<file path="config.mk">
export PLATFORM = sky130hd
export DESIGN_NAME = gray_codec_pipe
export DESIGN_NICKNAME = d
export VERILOG_FILES = /design/src/rtl/gray_pkg.sv /design/src/rtl/gray_conv.sv /design/src/rtl/gray_codec_pipe.sv
export SDC_FILE = /design/constraint.sdc
export NUM_CORES = 1
export LEC_CHECK = 0
export ABC_AREA = 1
export CORE_ASPECT_RATIO = 0.7
export CORE_MARGIN = 2
export CORE_UTILIZATION = 30
export DETAILED_ROUTE_END_ITERATION = 12
export RECOVER_POWER = 25
export SLEW_MARGIN = 20
export SYNTH_ARGS = -nofsm -noshare
export SYNTH_HDL_FRONTEND = slang
export SYNTH_SLANG_ARGS = --single-unit
</file>
<file path="constraint.sdc">
create_clock -name clk -period 4.8 [get_ports clk]
set_input_delay 0.96 -clock clk [delete_from_list [all_inputs] [get_ports clk]]
set_output_delay 0.96 -clock clk [all_outputs]
set_load 0.02 [all_outputs]
</file>
<file path="src/rtl/gray_pkg.sv">
// gray_pkg: shared mode constants, default sizes and Gray/binary conversion functions
package gray_pkg;
  localparam logic MODE_G2B = 1'b0;
  localparam logic MODE_B2G = 1'b1;
  localparam int DEF_WIDTH = 8;
  localparam int DEF_CNT_W = 16;
  // Functions work on 32-bit containers; bits at or above w are treated as zero.
  function automatic logic [31:0] gray2bin(input logic [31:0] g, input int w);
    logic [31:0] b;
    b[31] = (w > 31) ? g[31] : 1'b0;
    for (int i = 30; i >= 0; i--) b[i] = (i < w) ? (b[i+1] ^ g[i]) : 1'b0;
    return b;
  endfunction
  function automatic logic [31:0] bin2gray(input logic [31:0] b, input int w);
    logic [31:0] mask;
    mask = (w >= 32) ? '1 : ((32'd1 << w) - 32'd1);
    return (b ^ (b >> 1)) & mask;
  endfunction
endpackage

</file>
<file path="src/rtl/gray_conv.sv">
// gray_conv: combinational Gray<->binary converter selected by mode
module gray_conv
  import gray_pkg::*;
#(
  parameter int WIDTH = DEF_WIDTH
) (
  input  logic             mode,
  input  logic [WIDTH-1:0] din,
  output logic [WIDTH-1:0] dout
);
  logic [31:0] din_x;
  assign din_x = 32'(din);
  assign dout = WIDTH'((mode == MODE_B2G) ? bin2gray(din_x, WIDTH) : gray2bin(din_x, WIDTH));
endmodule

</file>
<file path="src/rtl/gray_codec_pipe.sv">
// gray_codec_pipe: two-stage Gray codec with sequence-error flagging and saturating error count
module gray_codec_pipe
  import gray_pkg::*;
#(
  parameter int WIDTH = DEF_WIDTH,
  parameter int CNT_W = DEF_CNT_W
) (
  input  logic             clk,
  input  logic             rst,
  input  logic             in_valid,
  output logic             in_ready,
  input  logic [WIDTH-1:0] in_data,
  input  logic             in_mode,
  output logic             out_valid,
  input  logic             out_ready,
  output logic [WIDTH-1:0] out_data,
  output logic             out_mode,
  output logic             out_err,
  output logic [CNT_W-1:0] err_count
);
  logic             s1_valid_q, s1_valid_d, s2_valid_q, s2_valid_d;
  logic [WIDTH-1:0] s1_data_q, s1_data_d, out_data_q, out_data_d;
  logic             s1_mode_q, s1_mode_d, out_mode_q, out_mode_d;
  logic             s1_err_q, s1_err_d, out_err_q, out_err_d;
  logic [WIDTH-1:0] last_gray_q, last_gray_d;
  logic             have_last_q, have_last_d;
  logic [CNT_W-1:0] err_count_q, err_count_d;
  logic [WIDTH-1:0] conv_out;
  logic             s1_adv, s2_adv, acc, acc_g2b, s2_load, seq_err;
  gray_conv #(.WIDTH(WIDTH)) u_conv (
    .mode(s1_mode_q),
    .din (s1_data_q),
    .dout(conv_out)
  );
  always_comb begin
    s2_adv      = !s2_valid_q || out_ready;
    s1_adv      = !s1_valid_q || s2_adv;
    acc         = in_valid && s1_adv;
    acc_g2b     = acc && (in_mode == MODE_G2B);
    s2_load     = s2_adv && s1_valid_q;
    // A repeated word (distance 0) counts as a sequence error, as does any jump > 1.
    seq_err     = (in_mode == MODE_G2B) && have_last_q && ($countones(in_data ^ last_gray_q) != 1);
    s1_valid_d  = s1_adv ? in_valid : s1_valid_q;
    s1_data_d   = acc ? in_data : s1_data_q;
    s1_mode_d   = acc ? in_mode : s1_mode_q;
    s1_err_d    = acc ? seq_err : s1_err_q;
    last_gray_d = acc_g2b ? in_data : last_gray_q;
    have_last_d = acc_g2b || have_last_q;
    s2_valid_d  = s2_adv ? s1_valid_q : s2_valid_q;
    out_data_d  = s2_load ? conv_out : out_data_q;
    out_mode_d  = s2_load ? s1_mode_q : out_mode_q;
    out_err_d   = s2_load ? s1_err_q : out_err_q;
    err_count_d = (s2_valid_q && out_ready && out_err_q && (err_count_q != '1)) ?
                  err_count_q + CNT_W'(1) : err_count_q;
  end
  always_ff @(posedge clk) begin
    if (rst) begin
      s1_valid_q  <= 1'b0;
      s1_data_q   <= '0;
      s1_mode_q   <= 1'b0;
      s1_err_q    <= 1'b0;
      s2_valid_q  <= 1'b0;
      out_data_q  <= '0;
      out_mode_q  <= 1'b0;
      out_err_q   <= 1'b0;
      last_gray_q <= '0;
      have_last_q <= 1'b0;
      err_count_q <= '0;
    end else begin
      s1_valid_q  <= s1_valid_d;
      s1_data_q   <= s1_data_d;
      s1_mode_q   <= s1_mode_d;
      s1_err_q    <= s1_err_d;
      s2_valid_q  <= s2_valid_d;
      out_data_q  <= out_data_d;
      out_mode_q  <= out_mode_d;
      out_err_q   <= out_err_d;
      last_gray_q <= last_gray_d;
      have_last_q <= have_last_d;
      err_count_q <= err_count_d;
    end
  end
  assign in_ready  = s1_adv;
  assign out_valid = s2_valid_q;
  assign out_data  = out_data_q;
  assign out_mode  = out_mode_q;
  assign out_err   = out_err_q;
  assign err_count = err_count_q;
endmodule
</file>
==> reports/qor.txt, run 1 <==
Worst setup SP type - input port
Clock root buffer - clkbuf_8
Number of routed nets with antenna violations - 0
Die outline width - 110.0 um
Nets - 370
Area leader, netlist - dfxtp_1
Net Count, Synth - 329
FP Rows - 27
Most common cell after layout, fill and taps aside - nand2_1
Synthesis-stage register bit count - 47
Outcome - completed
CP arrival - 4.36 ns
Req. time, crit path - 4.98 ns
H-tree Lvls - 2
I/O Buffers - 40
Initial Utilization - 30.47%
DRT iter0 DRCs - 115
Syn_area_per_cell - 7.653 um^2
Final Cycle Share - 87.09%
Drt pass-1 iters - 5
Ys Warns - 0
Top area cells in the synthesized netlist - dfxtp_1 40%, nand2_1 8.4%, a21oi_1 6.4%, o21ai_0 5.7%, inv_1 5.4%
Ant diodes - 0
Kind of critical path - in2reg
Clock Tree Buf Depth - 2
Final Hold Vio Count - 0
Worst Hold Class - reg2reg
Setup tns final - 0 ns
Post-synthesis sequential area ratio - 39.92%
Synthesized area - 2357 um^2
Final Util - 37.76%
Total track usage - 12.70%
Vias - 2036
Cells after synthesis - 308
Fin area - 2922 um^2
DP Worst Slack - 0.2904 ns
Fin Clk Skew - 0.004597 ns
Largest net degree at the start of global routing - 29
Gpl congestion - 0.7874
MaxCap Viol Count - 0
CTS resizes - 0
Die height - 78.17 um
Core area - 7736 um^2
Most frequent cells in the layout - 54 x nand2_1, 47 x dfxtp_1, 35 x inv_1
TritonCTS Sinks - 47
Postcts setup bufs - 0
Area of the die - 8594 um^2
Relative slew slack - 47.21%
Worst hold slack - 0.4807 ns
Avg WL per Cell - 11.76 um
# placed instances - 443
Worst-skew pair later-pin latency - 0.30 ns
Number of setup violations in the final report - 0
Number of CTS-inserted buffers - 5
RSZ-0062 raised after global routing - false
Crit-path max FO - 3
Top-area cell type share of the netlist area - 39.92%
GRT Residual Overflow - 0
Worst slew pin tran - 0.7910 ns
First-pass GRT wire length - 8645 um
Max Clock Freq - 239.2 MHz
Period minus WS final - 4.180 ns
Dpl hpwl - 3999 um
Placed Area - 2855 um^2
Netlist cell types - 35
Via/cell ratio - 4.514
Synthesis-to-layout area growth - 23.94%
Fraction of layout cells with a size suffix above 1 - 6.571%
Routed WL - 5305 um
LEAKAGE - 1.135 nW
Fin cells - 451
Slew Viols, Final - 0
Initial antenna violation count - 0
Reg clk slew, reported paths - 0.09 ns
Total Power - 822.4 uW
Worst Setup End Kind - flop
Peak VDD IR - 0.1095 mV
Hold Buf Count CTS - 0
Vias in the first global route - 1754
Pwr Density - 281.5 nW/um^2
# IOs - 41
CTS tree - yes
Residual DRC count - 0
Worst Setup Slack, final - 0.6198 ns
[layer usage]
layer | wire length, um | GRT usage (%) | vias up
li1 | - | - | 1100
met1 | 2836 | 20.06 | 891
met2 | 2078 | 16.56 | 41
met3 | 346 | 3.405 | 4
met4 | 43 | 3.038 | 0
met5 | 0 | 0 | -
[synthesized netlist by cell type, drive strengths merged]
master,number
a211o,1
a211oi,1
a21oi,30
a31oi,5
buf,3
clkbuf,5
dfxtp,47
fa,4
ha,4
inv,36
nand2,57
nand3,24
nand4,2
nor2,31
nor3,9
nor3b,2
nor4,1
o2111ai,1
o21a,2
o21ai,28
o21ba,1
o221ai,1
xnor2,4
xor2,9
[logic make-up after synthesis]
logic type | synth area share (%)
and+or+nand+nor | 26.01
AOI/OAI and AO/OA | 16.14
DFF | 39.91
buffers and inverters | 7.590
xor gates and xnor gates | 4.830
adders and majority gates | 5.520
[worst paths after layout]
path,start,endpoint,slack [ns],cells after the start
setup / recovery,in_data[0],s1_err_q,0.62,15
hold / removal,last_gray_q[0],last_gray_q[0],0.48,2
setup reg to reg,last_gray_q[0],s1_err_q,1.45,14
hold reg to reg,last_gray_q[0],last_gray_q[0],0.48,2
[worst max-delay path, stage by stage]
cell and delay (ns):
clkdlybuf4s50_1 0.45, xor2_1 0.20, fa_1 0.53, inv_1 0.05, fa_1 0.50, fa_1 0.48
inv_1 0.07, ha_1 0.16, inv_1 0.05, fa_1 0.39, a211o_1 0.24, nand2_1 0.05
o2111ai_1 0.09, nand3_1 0.08, a21oi_1 0.06
[state kept, by name, indices dropped and copies added, names as in the netlist]
name	cells
out_mode	1
have_last_q	1
out_valid	1
s1_valid_q	1
out_data	8
last_gray_q	8
s1_mode_q	1
out_err	1
s1_err_q	1
err_count	16
s1_data_q	8
[area by class of cell]
| cell class | instances | area (um^2) |
|---|---|---|
| inverter | 36 | 135.1 |
| timing repair buffer | 42 | 415.4 |
| tap | 101 | 126.4 |
| clock buffer | 5 | 68.82 |
| multi-input combinational | 217 | 1220 |
| clock inverter | 3 | 15.01 |
| sequential | 47 | 940.9 |
| fill | 796 | 4815 |
[report_power, final]
group / switching (mW) / total [mW] / internal [mW]
Sequential: 0.0110 / 0.418 / 0.407
Combinational: 0.0973 / 0.171 / 0.0739
Clock: 0.133 / 0.233 / 0.100
Total: 0.242 / 0.822 / 0.581
Note: power is estimated with default switching activity, not from simulation.
==> run 2: changes to the inputs <==
Settings changed: REMOVE_ABC_BUFFERS set to 1, TNS_END_PERCENT set to 10.
==> reports/qor.txt, run 2 (synthesis results as in run 1) <==
Outcome - completed
Fraction of layout cells with a size suffix above 1 - 6.286% (-0.29 points)
Initial Utilization - 30.47% (unchanged)
Slew Viols, Final - 0 (unchanged)
Kind of critical path - in2reg
Hold-critical path depth - 2 (unchanged)
Max Clock Freq - 236.2 MHz (-1.3%)
Reg2Reg Depth - 14 (unchanged)
Ant diodes - 0 (unchanged)
Worst hold slack - 0.4783 ns (-0.002370 ns)
Placed Area - 2855 um^2 (unchanged)
H-tree Lvls - 2 (unchanged)
Residual DRC count - 0 (unchanged)
Die outline width - 110.0 um (unchanged)
Worst Setup Slack, final - 0.5658 ns (-0.05392 ns)
Final Cycle Share - 88.21% (+1.1 points)
Number of routed nets with antenna violations - 0 (unchanged)
Worst Hold Class - reg2reg
Worst setup SP type - input port
FF-to-FF setup slack - 1.41 ns (-0.04 ns)
Nets - 370 (unchanged)
Area of the die - 8594 um^2 (unchanged)
# IOs - 41 (unchanged)
R2R Path Start - last_gray_q[0]
Clock Tree Buf Depth - 2 (unchanged)
Gpl congestion - 0.8080 (+2.6%)
CTS tree - yes
Most frequent cells in the layout - 54 x nand2_1, 47 x dfxtp_1, 35 x inv_1
Fin Clk Skew - 0.006723 ns (+0.002127 ns)
# placed instances - 443 (unchanged)
Avg WL per Cell - 11.91 um (+1.2%)
Synthesis-to-layout area growth - 24.63%
Hold Buf Count CTS - 0 (unchanged)
Most common cell after layout, fill and taps aside - nand2_1
RSZ-0062 raised after global routing - false
Via/cell ratio - 4.565 (+1.1%)
Reg clk slew, reported paths - 0.08 ns (about the same)
DRT iter0 DRCs - 78 (-32%)
Routed WL - 5371 um (+1.2%)
Final Hold Vio Count - 0 (unchanged)
Largest net degree at the start of global routing - 29 (unchanged)
Worst R2R End - s1_err_q
Core area - 7736 um^2 (unchanged)
TritonCTS Sinks - 47 (unchanged)
Fin cells - 451 (unchanged)
LEAKAGE - 1.139 nW (+0.34%)
Crit-path max FO - 3 (unchanged)
Worst Setup End Kind - flop
CP arrival - 4.41 ns (+0.05 ns)
Number of setup violations in the final report - 0 (unchanged)
Hold Path End - last_gray_q[2]
First-pass GRT wire length - 8797 um (+1.8%)
MaxCap Viol Count - 0 (unchanged)
Number of CTS-inserted buffers - 5 (unchanged)
Worst slew pin tran - 0.7871 ns (-0.003983 ns)
Dpl hpwl - 4007 um (+0.19%)
Relative slew slack - 47.47% (+0.27 points)
Pwr Density - 291.5 nW/um^2 (+3.5%)
DP Worst Slack - 0.2712 ns (-0.01917 ns)
Vias - 2059 (+1.1%)
Vias in the first global route - 1819 (+3.7%)
Fin area - 2938 um^2 (+0.56%)
FP Rows - 27 (unchanged)
GRT Residual Overflow - 0 (unchanged)
Hold Path Origin - last_gray_q[2]
Die height - 78.17 um (unchanged)
Period minus WS final - 4.234 ns (+0.05392 ns)
Worst-skew pair later-pin latency - 0.29 ns (about the same)
Clock root buffer - clkbuf_8
CTS resizes - 0 (unchanged)
Number of flip-flops in the largest register - 16 (unchanged)
Drt pass-1 iters - 4 (-1)
Peak VDD IR - 0.1146 mV (+4.7%)
Initial antenna violation count - 0 (unchanged)
Req. time, crit path - 4.98 ns (about the same)
I/O Buffers - 40 (unchanged)
Postcts setup bufs - 0 (unchanged)
Crit path from - in_data[0]
Setup tns final - 0 ns (unchanged)
Total track usage - 13.07% (+0.37 points)
## run 2: area by class of cell
| type | instances | area [um^2] |
|---|---|---|
| flip-flops and latches | 47 | 940.9 |
| fillers | 811 | 4798 |
| repair buffers | 42 | 415.4 |
| inverters | 36 | 135.1 |
| well taps | 101 | 126.4 |
| clock buffers | 8 | 100.1 |
| multi-input cells | 217 | 1220 |
## run 2: worst max-delay path, cell delays in order
cell and delay, ns:
clkdlybuf4s50_1 0.46, xor2_1 0.20, fa_1 0.53, inv_1 0.05
fa_1 0.50, fa_1 0.47, inv_1 0.06, ha_1 0.17
inv_1 0.06, fa_1 0.39, a211o_1 0.24, nand2_1 0.05
o2111ai_1 0.10, nand3_1 0.09, a21oi_1 0.06
## run 2: power by group
group | leakage [nW] | total, mW | switching, mW | internal (mW)
registers | 0.384 | 0.418 | 0.0108 | 0.407
logic | 0.703 | 0.172 | 0.0983 | 0.0741
clock network | 0.0515 | 0.266 | 0.134 | 0.132
total | 1.14 | 0.856 | 0.243 | 0.613
## run 2: worst max path at each step
stage	depth (start not counted)	slack (ns)	end
final	15	0.57	s1_err_q
after global routing	15	0.39	s1_err_q
after CTS	15	0.59	s1_err_q
after detailed placement	15	0.27	s1_err_q
after global placement	15	0.36	s1_err_q
after floorplan	14	0.91	s1_err_q
## run 2: per-stage QoR
step           power [mW]  utilization (%)
3_5_place_dp       0.6027            36.91
5_1_grt            0.9118            37.98
3_3_place_gp       0.5945            36.91
6_report           0.8563            37.98
4_1_cts            0.8703            38.20
2_1_floorplan      0.5424                -
## run 2: metal layers
| layer | vias up | wire length [um] | track usage [%] |
|---|---|---|---|
| met5 | - | 0 | 0 |
| li1 | 1101 | - | - |
| met2 | 45 | 2214 | 18.96 |
| met1 | 909 | 2816 | 19.00 |
| met4 | 0 | 46 | 2.658 |
| met3 | 4 | 293 | 3.904 |
